**config.mk**
```make
export PLATFORM = sky130hd
export DESIGN_NAME = modulo_counter_flat
export DESIGN_NICKNAME = d
export VERILOG_FILES = /design/src/rtl/modulo_counter_if.sv /design/src/rtl/modulo_counter.sv /design/src/flat_wrapper.sv
export SDC_FILE = /design/constraint.sdc
export NUM_CORES = 1
export LEC_CHECK = 0
export ABC_CLOCK_PERIOD_IN_PS = 3100
export BUFFER_PORTS_ARGS = -buffer_cell sky130_fd_sc_hd__buf_2
export CAP_MARGIN = 5
export CORE_MARGIN = 10
export CORE_UTILIZATION = 38
export DETAILED_ROUTE_END_ITERATION = 10
export GPL_TIMING_DRIVEN = 0
export SLEW_MARGIN = 20
export SYNTH_ARGS = -nofsm -noshare
export SYNTH_HDL_FRONTEND = slang
export SYNTH_SLANG_ARGS = --single-unit
```
**constraint.sdc**
```tcl
create_clock -name clk -period 3.1 [get_ports clk]
set_input_delay 0.31 -clock clk [delete_from_list [all_inputs] [get_ports clk]]
set_output_delay 0.31 -clock clk [all_outputs]
set_load 0.005 [all_outputs]
```
**src/rtl/modulo_counter_if.sv**
```systemverilog
// modulo_counter_if: control/status bundle for modulo_counter (compare port under MODULO_COUNTER_CMP_EN)
interface modulo_counter_if #(parameter int WIDTH = 8);
    logic             clr;
    logic             en;
    logic             up;
    logic             load;
    logic [WIDTH-1:0] load_val;
    logic             start;
    logic             stop;
    logic             oneshot;
    logic [WIDTH-1:0] count;
    logic             tc;
    logic             busy;
    logic             done;
`ifdef MODULO_COUNTER_CMP_EN
    logic [WIDTH-1:0] cmp_val;
    logic             match;
    modport master (output clr, en, up, load, load_val, start, stop, oneshot, cmp_val,
                    input count, tc, busy, done, match);
    modport slave  (input clr, en, up, load, load_val, start, stop, oneshot, cmp_val,
                    output count, tc, busy, done, match);
`else
    modport master (output clr, en, up, load, load_val, start, stop, oneshot,
                    input count, tc, busy, done);
    modport slave  (input clr, en, up, load, load_val, start, stop, oneshot,
                    output count, tc, busy, done);
`endif
endinterface

```
**src/rtl/modulo_counter.sv**
```systemverilog
// modulo_counter: up/down modulo counter with IDLE/RUN/DONE control, oneshot mode and optional compare (MODULO_COUNTER_CMP_EN)
module modulo_counter #(
    parameter int WIDTH   = 8,
    parameter int MODULUS = 256
) (
    input logic            clk,
    input logic            reset,
    modulo_counter_if.slave bus
);
    typedef enum logic [1:0] {IDLE, RUN, DONE} state_t;
    localparam logic [WIDTH-1:0] MAX = WIDTH'(MODULUS - 1);
    state_t           state;
    logic             mode;
    logic [WIDTH-1:0] cnt;
    logic             tc_r;
    logic             step;
    logic             wrap;
    logic [WIDTH-1:0] nxt;
    logic [WIDTH-1:0] load_sat;
    // step qualification, terminal detection and explicit modulus wrap
    always_comb begin
        step     = (state == RUN) && !bus.stop && bus.en && !bus.load;
        wrap     = bus.up ? (cnt == MAX) : (cnt == '0);
        nxt      = bus.up ? (wrap ? '0 : cnt + 1'b1) : (wrap ? MAX : cnt - 1'b1);
        load_sat = (bus.load_val > MAX) ? MAX : bus.load_val;
    end
    // count, terminal pulse, mode latch and control state
    always_ff @(posedge clk or posedge reset)
        if (reset) begin
            cnt   <= '0;
            tc_r  <= 1'b0;
            state <= IDLE;
            mode  <= 1'b0;
        end else if (bus.clr) begin
            cnt   <= '0;
            tc_r  <= 1'b0;
            state <= IDLE;
            mode  <= 1'b0;
        end else begin
            tc_r <= step && wrap;
            if (bus.load) cnt <= load_sat;
            else if (step && !(wrap && mode)) cnt <= nxt;
            case (state)
                IDLE, DONE: if (bus.start) begin
                    state <= RUN;
                    mode  <= bus.oneshot;
                end
                RUN: if (bus.stop) state <= IDLE;
                     else if (step && wrap && mode) state <= DONE;
                default: state <= IDLE;
            endcase
        end
    assign bus.count = cnt;
    assign bus.tc    = tc_r;
    assign bus.busy  = (state == RUN);
    assign bus.done  = (state == DONE);
`ifdef MODULO_COUNTER_CMP_EN
    logic match_r;
    // registered equality of the current count against cmp_val
    always_ff @(posedge clk or posedge reset)
        if (reset) match_r <= 1'b0;
        else match_r <= (cnt == bus.cmp_val);
    assign bus.match = match_r;
`endif
endmodule

```
**src/flat_wrapper.sv**
```systemverilog
// flat-port wrapper written by rule: the top's interface ports become plain ports
module modulo_counter_flat 
#(
    parameter int WIDTH   = 8,
    parameter int MODULUS = 256
)
  (clk, reset, bus_clr, bus_en, bus_up, bus_load, bus_load_val, bus_start, bus_stop, bus_oneshot, bus_count, bus_tc, bus_busy, bus_done);
  modulo_counter_if #(.WIDTH(WIDTH)) bus_i ();
  input logic clk;
  input logic reset;
  input wire logic [$bits(bus_i.clr)-1:0] bus_clr;
  input wire logic [$bits(bus_i.en)-1:0] bus_en;
  input wire logic [$bits(bus_i.up)-1:0] bus_up;
  input wire logic [$bits(bus_i.load)-1:0] bus_load;
  input wire logic [$bits(bus_i.load_val)-1:0] bus_load_val;
  input wire logic [$bits(bus_i.start)-1:0] bus_start;
  input wire logic [$bits(bus_i.stop)-1:0] bus_stop;
  input wire logic [$bits(bus_i.oneshot)-1:0] bus_oneshot;
  output wire logic [$bits(bus_i.count)-1:0] bus_count;
  output wire logic [$bits(bus_i.tc)-1:0] bus_tc;
  output wire logic [$bits(bus_i.busy)-1:0] bus_busy;
  output wire logic [$bits(bus_i.done)-1:0] bus_done;
  assign bus_i.clr = bus_clr;
  assign bus_i.en = bus_en;
  assign bus_i.up = bus_up;
  assign bus_i.load = bus_load;
  assign bus_i.load_val = bus_load_val;
  assign bus_i.start = bus_start;
  assign bus_i.stop = bus_stop;
  assign bus_i.oneshot = bus_oneshot;
  assign bus_count = bus_i.count;
  assign bus_tc = bus_i.tc;
  assign bus_busy = bus_i.busy;
  assign bus_done = bus_i.done;
  modulo_counter #(.WIDTH(WIDTH), .MODULUS(MODULUS)) u_core (.clk(clk), .reset(reset), .bus(bus_i));
endmodule
```
==> results.md <==
Detailed routing:
- For this run, design rule violations remaining after detail routing come to 0.
- The first-pass iteration count of the detailed router is 4.
- For this block, the via count after detailed routing is 1,222.
- The number of DRC markers in iteration 0 is 141.
- The count of nets left with antenna violations once routing finished came out at 0.
- The routed design has 3.380 mm of wire.
- Using the TritonRoute via totals, the vias-per-cell ratio works out to 5.961.
- Dividing the detail-routed wire length by the instance count gives approximately 16 µm.

Clock tree:
- After clock tree synthesis, the repair step resized 0 gates.
- After clock tree synthesis, the clock-pin slew on the worst setup and hold paths is 90 ps.
- Hold repair after CTS inserted 0 buffers.
- The TritonCTS clock tree is yes.
- Once the clock tree was built, the setup fixing pass inserted 0 buffers.
- The maximum level of the CTS H-tree is 1.
- The latest clock arrival within the worst-skew pair is between 200 and 300 ps.
- The root buffer cell is sky130_fd_sc_hd__clkbuf_4.
- TritonCTS created 3 clock buffers.
- The deepest clock path buffer count is 2.
- The clock drives 12 sinks.

Synthesis:
- The async set-reset flop share out of synthesis is 100.0%.
- The most used flip-flop cell after synthesis is sky130_fd_sc_hd__dfrtp_1.
- The top cell type by area accounts for around a quarter of the synthesized area.
- The cell area after technology mapping is 1139 µm².
- Synthesis handed over a netlist of ~140 instances.
- In this run, distinct cell masters in the synthesized netlist total 46.
- The number of synthesis warnings is 0.
- Sorting the synthesized cells by how often they occur yields sky130_fd_sc_hd__nand2_1, sky130_fd_sc_hd__nor2_1, sky130_fd_sc_hd__dfrtp_1, sky130_fd_sc_hd__a21oi_1, sky130_fd_sc_hd__nand3_1.
- The total nets after synthesis is 164.
- The top cell type by total area after synthesis is sky130_fd_sc_hd__dfrtp_1.
- The number of synthesized register bits is 12.
- The mean instance size in the synthesized netlist is 7.907 µm².
- The share of the yosys chip area belonging to registers is 26.37%.
- After synthesis, the cell types taking the most area are sky130_fd_sc_hd__dfrtp_1, sky130_fd_sc_hd__nand2_1, sky130_fd_sc_hd__nor2_1.
- Yosys mapped a number of flops with a built-in enable equal to 0.

Global routing:
- In the global route stage, overall resource usage came out at 12.31%.
- The first-pass GRT wire length is 5.589 mm.
- The initial antenna violation count is 0.
- The number of global-route vias before repair is 1,217.
- Global routing finished with a remaining overflow of 0.
- The maximum number of pins on one net before global-route repair is 13.

Place:
- The half-perimeter wire length after placement is 2.619 mm.
- The instance area after placement is 1308 µm².
- The number of buffers added on ports is 26.
- Routability-driven placement finished with a final weighted congestion of 0.8399.

Timing:
- The final period utilization is 74.27%.
- Setup repair after global routing left no endpoint under its margin.
- Static timing analysis puts the maximum clock frequency at 434.3 MHz.
- For the pin with the worst max-slew slack, the measured transition is 468.2 ps.
- The normalized max-slew margin is between 60 and 70%.
- The routed design could run at a clock period as short as about 2300 ps.
- The setup TNS after final layout is 0 ps.
- The final number of max-transition violations is 0.
- The total count of hold-check failures in the final report came to 0.
- Setup violations remaining at the end of the flow were counted as 0.
- Clock skew on the completed layout was measured at 8.546 ps.

Floorplan:
- The starting density of the core is 40.59%.
- The number of placement rows is 19.
- Measured along the x axis, the die boundary spans 74.74 µm.
- The die covers 5586 µm².
- The total I/O pin count is 28.
- In this run the standard cell core region covers ~2800 µm².
- The die is 74.74 µm tall.

Job:
- The tool flagged a number of max-cap violations equal to 0.

Worst setup path:
- The critical path class is flip-flop to flip-flop.
- The reg-to-reg critical path endpoint is u_core.bus.count[6].
- STA classifies the critical path startpoint as a flip-flop.
- STA classifies the critical path endpoint as a flip-flop.
- The startpoint identified for the worst register-to-register timing path is u_core.bus.count[1].
- The flop-to-flop setup slack is 800 ps.
- STA puts the critical path data required time at 3290 ps.
- In this run the worst path has a maximum fanout of 10.
- The cell with the largest stage delay on the worst path is sky130_fd_sc_hd__dfrtp_1.
- Measured in cells, the most critical reg-to-reg path has a length of 8.
- The critical path ends at u_core.bus.count[6].
- Walking the worst path, the cells encountered are clkbuf_1 -> inv_1 -> ha_1 -> nor4b_4 -> and2_4 -> o21ai_4 -> o2111ai_1 -> a311oi_1.
- For this run, the slowest stage of the critical path takes 370 ps.
- The first element of the critical path is u_core.bus.count[1].
- At the worst endpoint, the arrival time is ~2500 ps.

Final layout:
- Cells fill a little under half of the core in the end.
- The post-route netlist has between 20% and 30% of its cells at a drive strength greater than 1.
- The final cell area excluding filler cells is 1344 µm².
- Summing all flip-flop and latch instances after layout gives between 300 and 400 µm².
- The repair_antennas step left the layout with diodes totalling 0.
- The final-layout fill cell count is 297.
- After the last flow step, the layout net total stands at roughly 200.
- The total area of multi-input combinational cells is 752.0 µm².
- The area added between synthesis and finish is 18.02%.

Power and ir drop:
- Total power for the finished layout comes to 0.0004457 W.
- The maximum vdd drop is 0.0002542 V.
- The analysis attributes to cell leakage a power of 0.5715 nW.
- The power density over cell area is 331.7 nW/µm².

Run status:
- The flow ran to the end, and the final reports show no timing, DRC or antenna violations.

Min path:
- The path class of the lowest-slack min-delay path is input port to asynchronous set/reset pin.
[worst min-delay path by stage]
stage	start	endpoint	slack (ps)	cells past startpoint
6_report	reset	u_core.bus.count[5]	20	2
5_1_grt	reset	u_core.bus.count[5]	60	2
4_1_cts	reset	u_core.bus.count[5]	40	2
3_5_place_dp	reset	u_core.bus.count[0]	350	2
3_3_place_gp	reset	u_core.mode	340	2
2_1_floorplan	reset	u_core.bus.count[0]	170	1
[layer usage]
layer  GRT usage (%)  part of all wire (%)
met4           3.782                   1.6
met1           14.43                    44
met3           1.971                   5.3
met2           22.38                    49
met5               0                     0
[per-stage QoR]
step	cells	setup slack [ps]	hold slack (ps)
2_1_floorplan	144	1160	174.7
3_3_place_gp	201	847.6	337.4
3_5_place_dp	201	850.1	345.1
4_1_cts	205	810.1	43.86
5_1_grt	205	592.0	57.90
6_report	205	797.7	19.67
[final cells by class]
cell class | count | area share (%)
Tap cell | 31 | 2.886
Buffer | 12 | 4.469
Timing Repair Buffer | 26 | 9.683
Multi-Input combinational cell | 113 | 55.96
Inverter | 7 | 1.955
Sequential cell | 12 | 22.35
Clock buffer | 4 | 2.700
[kinds of logic (layout without fill, tap and decap cells)]
kind of cell	after synthesis	count (layout)	synth area share [%]
AOI/OAI and AO/OA	47	47	31.76
and+or+nand+nor	62	62	30.22
xor gates and xnor gates	1	1	0.7694
adders and majority gates	3	3	3.297
buffers and inverters	19	49	7.582
DFF	12	12	26.37
[critical path, delay by kind of cell, from the launching register on]
family / cells / cell delay [ps]
buffers and inverters: 2 / 490
and+or+nand+nor: 2 / 330
adders and majority gates: 1 / 220
AOI/OAI and AO/OA: 3 / 800
DFF: 1 / 370
[report_power, final]
group	internal (W)	leakage (nW)	switching, W
clock network	0.0000715	0.0210	0.0000586
logic	0.0000566	0.391	0.0000834
registers	0.000165	0.159	0.0000104
total	0.000293	0.572	0.000152
[layout by cell type (no fill, tap or decap), types with 2 or more instances in the layout]
cell	n
sky130_fd_sc_hd__inv_1	6
sky130_fd_sc_hd__nand2b_1	3
sky130_fd_sc_hd__nand4_1	2
sky130_fd_sc_hd__clkbuf_4	3
sky130_fd_sc_hd__buf_2	32
sky130_fd_sc_hd__o311ai_0	2
sky130_fd_sc_hd__a31oi_1	2
sky130_fd_sc_hd__a211oi_1	2
sky130_fd_sc_hd__nor4_1	4
sky130_fd_sc_hd__o211ai_1	2
sky130_fd_sc_hd__o21ai_0	6
sky130_fd_sc_hd__a311oi_1	3
sky130_fd_sc_hd__nor2_1	13
sky130_fd_sc_hd__a221oi_1	2
sky130_fd_sc_hd__nor2b_1	3
sky130_fd_sc_hd__a32oi_1	2
sky130_fd_sc_hd__nand3_1	7
sky130_fd_sc_hd__dfrtp_1	12
sky130_fd_sc_hd__o311ai_2	2
sky130_fd_sc_hd__o2111ai_1	5
sky130_fd_sc_hd__nand2_1	13
sky130_fd_sc_hd__o21ai_1	3
sky130_fd_sc_hd__and3_1	2
sky130_fd_sc_hd__clkbuf_1	5
sky130_fd_sc_hd__a21oi_1	8
sky130_fd_sc_hd__ha_1	3
sky130_fd_sc_hd__nor3_1	6
[sequential cells by signal, summed over array words and instances (netlist names)]
register,flops
u_core.bus.count,8
u_core.bus.tc,1
u_core.state,2
u_core.mode,1
No activity file was read; power rests on OpenSTA's default activity.
